[config.mk]
export PLATFORM = sky130hd
export DESIGN_NAME = action_dispatch
export DESIGN_NICKNAME = d
export VERILOG_FILES = /design/src/rtl/action_dispatch_pkg.sv /design/src/rtl/action_dispatch_wrap_counter.sv /design/src/rtl/action_dispatch.sv
export SDC_FILE = /design/constraint.sdc
export NUM_CORES = 1
export LEC_CHECK = 0
export ABC_AREA = 1
export CORE_ASPECT_RATIO = 1.75
export CORE_MARGIN = 3
export CORE_UTILIZATION = 46
export DETAILED_ROUTE_END_ITERATION = 8
export HOLD_SLACK_MARGIN = 0.05
export PLACE_DENSITY = 0.74
export SYNTH_ARGS = -nofsm -noshare
export SYNTH_HDL_FRONTEND = slang
export SYNTH_SLANG_ARGS = --single-unit
[constraint.sdc]
create_clock -name clk -period 1.5 [get_ports clk]
set_input_delay 0.3 -clock clk [delete_from_list [all_inputs] [get_ports clk]]
set_output_delay 0.3 -clock clk [all_outputs]
set_load 0.01 [all_outputs]
[src/rtl/action_dispatch_pkg.sv]
// ---------------------------------------------------------------------------
// action_dispatch_pkg
// Shared constants for the board-control slice:
//   - action codes produced by the clicker front end
//   - FSM state encodings of the action dispatcher
//   - request-counter ceiling and small decode helpers
// ---------------------------------------------------------------------------
package action_dispatch_pkg;

    // Action codes from the clicker.
    localparam logic [2:0] OP_NONE    = 3'b000;
    localparam logic [2:0] OP_BTNC    = 3'b001;
    localparam logic [2:0] OP_DBLBTNC = 3'b010;
    localparam logic [2:0] OP_NOP     = 3'b011;
    localparam logic [2:0] OP_U       = 3'b100;
    localparam logic [2:0] OP_R       = 3'b101;
    localparam logic [2:0] OP_D       = 3'b110;
    localparam logic [2:0] OP_L       = 3'b111;

    // Dispatcher FSM states.
    localparam logic [1:0] ST_IDLE     = 2'd0;
    localparam logic [1:0] ST_DISPATCH = 2'd1;
    localparam logic [1:0] ST_ISSUE    = 2'd2;
    localparam logic [1:0] ST_ACK      = 2'd3;

    // Ceiling of the executed-request counter.
    localparam logic [7:0] CNT_MAX = 8'd255;

    // Cursor moves all live in the upper half of the code space.
    function automatic logic isMove(input logic [2:0] op);
        return op[2];
    endfunction

    // Reveal and flag are the only codes that talk to the board engine.
    function automatic logic isRequest(input logic [2:0] op);
        return (op == OP_BTNC) || (op == OP_DBLBTNC);
    endfunction

endpackage

[src/rtl/action_dispatch_wrap_counter.sv]
// ---------------------------------------------------------------------------
// wrap_counter
// Modulo-MODULUS up/down counter used for one cursor axis.
//   clk    : system clock
//   clear  : synchronous active-high clear to 0
//   inc    : step up, MODULUS-1 wraps to 0
//   dec    : step down, 0 wraps to MODULUS-1
//   value  : current count, 0..MODULUS-1
// inc and dec together cancel out (no change).
// ---------------------------------------------------------------------------
module wrap_counter #(
    parameter int MODULUS = 8,
    parameter int W       = 4
) (
    input  logic         clk,
    input  logic         clear,
    input  logic         inc,
    input  logic         dec,
    output logic [W-1:0] value
);

    localparam logic [W-1:0] TOP = W'(MODULUS - 1);

    always_ff @(posedge clk) begin
        if (clear) begin
            value <= '0;
        end else if (inc && !dec) begin
            value <= (value == TOP) ? '0 : value + 1'b1;
        end else if (dec && !inc) begin
            value <= (value == '0) ? TOP : value - 1'b1;
        end
    end

endmodule

[src/rtl/action_dispatch.sv]
// ---------------------------------------------------------------------------
// action_dispatch
// Turns held clicker action codes into cursor moves or one-cycle
// reveal/flag requests to the board engine, then handshakes with ack.
//   clk        : system clock, rising edge
//   clear      : synchronous active-high reset
//   action     : held action code from the clicker (0 = none)
//   busy       : board engine cannot take a request this cycle
//   ack        : registered acknowledge, clicker drops its code on it
//   cursor_x   : cursor column 0..COLS-1
//   cursor_y   : cursor row 0..ROWS-1
//   reveal_req : one-cycle pulse, reveal cell under cursor
//   flag_req   : one-cycle pulse, toggle flag under cursor
//   action_cnt : executed reveal/flag requests, saturating at 255
// ---------------------------------------------------------------------------
module action_dispatch
    import action_dispatch_pkg::*;
#(
    parameter int COLS = 8,
    parameter int ROWS = 8
) (
    input  logic       clk,
    input  logic       clear,
    input  logic [2:0] action,
    input  logic       busy,
    output logic       ack,
    output logic [3:0] cursor_x,
    output logic [3:0] cursor_y,
    output logic       reveal_req,
    output logic       flag_req,
    output logic [7:0] action_cnt
);

    logic [1:0] state;
    logic [1:0] nextState;
    logic [2:0] code;

    logic incX;
    logic decX;
    logic incY;
    logic decY;
    logic issueNow;

    function automatic logic [7:0] satInc(input logic [7:0] v);
        return (v == CNT_MAX) ? v : v + 8'd1;
    endfunction

    // Next-state logic. Only the latched code steers DISPATCH/ISSUE;
    // the live action input matters only in IDLE and ACK.
    always_comb begin
        nextState = state;
        case (state)
            ST_IDLE: begin
                if (action != OP_NONE) nextState = ST_DISPATCH;
            end
            ST_DISPATCH: begin
                if (isRequest(code))   nextState = ST_ISSUE;
                else if (isMove(code)) nextState = ST_ACK;
                else                   nextState = ST_ACK;
            end
            ST_ISSUE: begin
                if (!busy) nextState = ST_ACK;
            end
            ST_ACK: begin
                if (action == OP_NONE) nextState = ST_IDLE;
            end
            default: nextState = ST_IDLE;
        endcase
    end

    // Cursor steps happen on the single DISPATCH cycle of a move.
    always_comb begin
        incX = (state == ST_DISPATCH) && (code == OP_R);
        decX = (state == ST_DISPATCH) && (code == OP_L);
        incY = (state == ST_DISPATCH) && (code == OP_D);
        decY = (state == ST_DISPATCH) && (code == OP_U);
        issueNow = (state == ST_ISSUE) && !busy;
    end

    always_ff @(posedge clk) begin
        if (clear) begin
            state      <= ST_IDLE;
            code       <= OP_NONE;
            ack        <= 1'b0;
            reveal_req <= 1'b0;
            flag_req   <= 1'b0;
            action_cnt <= '0;
        end else begin
            state <= nextState;
            if (state == ST_IDLE && action != OP_NONE) begin
                code <= action;
            end
            // Pulses are mutually exclusive because code holds one value.
            reveal_req <= issueNow && (code == OP_BTNC);
            flag_req   <= issueNow && (code == OP_DBLBTNC);
            if (issueNow) begin
                action_cnt <= satInc(action_cnt);
            end
            // ack rises one cycle after entering ACK, so it trails the
            // cursor update / request pulse by a cycle, and it falls on
            // the same edge that returns the FSM to IDLE.
            ack <= (state == ST_ACK) && (action != OP_NONE);
        end
    end

    wrap_counter #(.MODULUS(COLS), .W(4)) uColCounter (
        .clk   (clk),
        .clear (clear),
        .inc   (incX),
        .dec   (decX),
        .value (cursor_x)
    );

    wrap_counter #(.MODULUS(ROWS), .W(4)) uRowCounter (
        .clk   (clk),
        .clear (clear),
        .inc   (incY),
        .dec   (decY),
        .value (cursor_y)
    );

endmodule

==> results.md <==
- Min Tclk post-route: 1470 ps
- Die ar.: 0.00381 sq mm
- Iter 0 DRT Violations: 28
- Design Power: 2.24 mW
- Core Box Area: 0.00293 sq mm
- Crit path max-delay cell type: dfxtp_2
- RSZ-0062 raised after global routing: true
- Clk buf depth: 2
- Worst-Skew Late Latency: 270 ps
- Total GRT Usage: 18.9%
- DRC violations left: 0
- CTS tree: yes
- CP max stage delay: 330 ps
- Leakage: 0.989 nW
- Worst min path class: reg2reg
- Top post-synthesis cells by area: dfxtp_1, nand2_1, ha_1
- Final Hold Fails: 0
- Final Non-Filler Cells: 276
- Root Buffer: clkbuf_8
- Synthesized Nets: 224
- Remaining global-route overflow: 0
- Crit path buf inv count: 1
- Worst Hold Slack: 507 ps
- First-pass GRT wire length: 5460 um
- Async set-or-reset flop fraction in the synthesized netlist: 0%
- Final Max Slew Viols: 0
- Number of core rows: 26
- Max_slew headroom: 79.8%
- Sink Count: 24
- Fill cells: 250
- Vias in the first global route: 1336
- Max Clk Rate: 0.679 GHz
- Post-route ant nets: 0
- Final Net Count: 267
- DR pass1 iterations: 4
- Final period util: 98.2%
- Crit path required time: 1660 ps
- Initial core utilization: 48.4%
- Yosys cell types: 20
- Synthesis-to-finish area growth: 40.6%
- Post-synthesis sequential area ratio: 33.9%
- Max rail drop VDD: 0.731 mV
- Num ports: 25
- Post-Layout Inst Area: 0.00199 sq mm
- CP Launch Type: flip-flop
- Outcome: completed
- Vias per cell: 5.11
- Synth Register Bits: 24
- Synth area leader: dfxtp_1
- Top_reg_cell synth: dfxtp_1
- CTS Buf Count: 3
- I/O Buffers: 24
- EDFF count, synth: 0
- Setup_tns: 0 ps
- P per Cell Area: 1120 mW/mm^2
- Reg clk slew, reported paths: 80 ps
- CP endpoint kind: flip-flop
- Placed Cells: 269
- Synth Warn #: 0
- Crit-path max FO: 4
- Clock Skew: 0.652 ps
- Largest net degree at the start of global routing: 14
- Top cells by count, synth: nand2_1, inv_1, dfxtp_1
- Gp weighted congestion: 0.921
- Initial antenna violation count: 0
- Layout cells sized above 1: 21.0%
- Critical-path cell list: inv_2 > ha_4 > nand2_4 > nor3_2 > ha_4 > nor2_1 > o21ai_1 > o21ai_1 > a21oi_1
- Area fraction of the dominant cell type after synthesis: 33.9%
- Synthesized area: 0.00142 sq mm
- Mapped Cells: 206
- Crit path kind: reg2reg
- Post-Route WL: 3180 um
- Total placed instance area: 0.00183 sq mm
- Detail Placement HPWL: 2320 um
- Die Span Y: 79.4 um
- Die W: 48.0 um
- Max-cap violations: 0
- Crit path DAT: 1640 ps
- H-tree level count: 1
- Final setup viols: 0
- Via count: 1411
- Routed len/inst: 11.5 um
- Avg Inst Size Synth: 6.88 sq um
- Slew @ Worst Pin: 303 ps
- Most common cell in the synthesized netlist: nand2_1
- Number of diodes: 0
- CP delay by family, top: adder cells
==> worst paths after layout <==
| check | start | endpoint | slack [ps] | depth (start not counted) |
|---|---|---|---|---|
| max | state[1] | uColCounter.value[2] | 30 | 9 |
| min | action_cnt[2] | action_cnt[2] | 510 | 2 |
| max reg2reg | state[1] | uColCounter.value[2] | 30 | 9 |
| min reg2reg | action_cnt[2] | action_cnt[2] | 510 | 2 |
==> registers in the layout, indices dropped and copies added (netlist names) <==
name / cells
ack: 1
action_cnt: 8
code: 3
flag_req: 1
reveal_req: 1
state: 2
uColCounter.value: 4
uRowCounter.value: 4
==> per-layer routing <==
metal  up-vias  share of wire (%)  GRT usage [%]
li1        747                  -              -
met1       629                 40           21.9
met2        26                 54           32.4
met3         9                3.4           2.48
met4         0                2.7           8.09
met5         -                  0              0
==> through the flow <==
stage | util (%) | worst slack, ps
floorplan | - | 5.97
global placement | 62.6 | -1.80
detailed placement | 62.6 | -38.4
CTS | 65.6 | 6.12
global route | 68.1 | -77.2
finish | 68.1 | 26.5
==> report_power, final <==
group          total [mW]  internal, mW  switching (mW)  leakage, nW
Clock               0.443         0.234           0.209       0.0288
Sequential          0.829         0.739          0.0905        0.198
Combinational       0.970         0.459           0.510        0.762
==> kinds of logic after synthesis <==
kind of cell    count (synthesis)  synth area share, %
compound gates                 36                 13.1
buf+inv                        33                 8.74
flops                          24                 33.9
xor+xnor                        5                 3.09
simple gates                   96                 30.6
fa+ha+maj                      12                 10.6
==> worst min-delay path, delay by kind of cell, from the launching register on <==
family | cells | cell delay, ps
compound gates | 1 | 60
flops | 1 | 350
simple gates | 1 | 60
==> placed cells by master, fill, tap and decap left out <==
master,netlist,final
clkdlybuf4s50_1,0,10
inv_4,0,1
nand2_4,1,2
clkbuf_8,0,4
a21oi_2,0,2
nor2_1,20,18
o21ai_2,0,1
o211ai_1,1,1
nor2_4,1,4
buf_6,0,1
buf_12,0,1
ha_1,12,9
nor2_2,4,3
nand3_2,0,1
xor2_1,3,3
dfxtp_1,24,16
nor3_4,0,1
nand3_1,18,16
ha_4,0,3
o21ai_0,16,9
dfxtp_2,0,8
dlymetal6s2s_1,0,4
o21ai_1,0,6
xnor2_1,2,2
nand2_1,41,40
nand3b_1,1,1
o21bai_1,1,1
inv_2,0,3
nor3_2,0,1
nand3_4,0,1
dlygate4sd2_1,0,10
nand2_2,2,2
a21oi_1,18,16
buf_4,0,13
inv_1,32,28
nand4_1,6,6
==> what timing repair did <==
item	4_1_cts	5_1_grt
pin swaps	1	5
hold endpoints to repair	0	0
hold buffers	0	0
buffers inserted	1	2
gates resized for setup	24	21
endpoints found under the setup margin	18	19
==> area by class of cell <==
class | count | area (sq um) | share of cell area, %
sequential | 24 | 490 | 24.6
inverter | 32 | 123 | 6.15
timing repair buffer | 39 | 367 | 18.4
tap | 28 | 35.0 | 1.76
clock buffer | 4 | 55.1 | 2.76
multi-input combinational | 149 | 923 | 46.3
(Power assumes the default switching activity.)
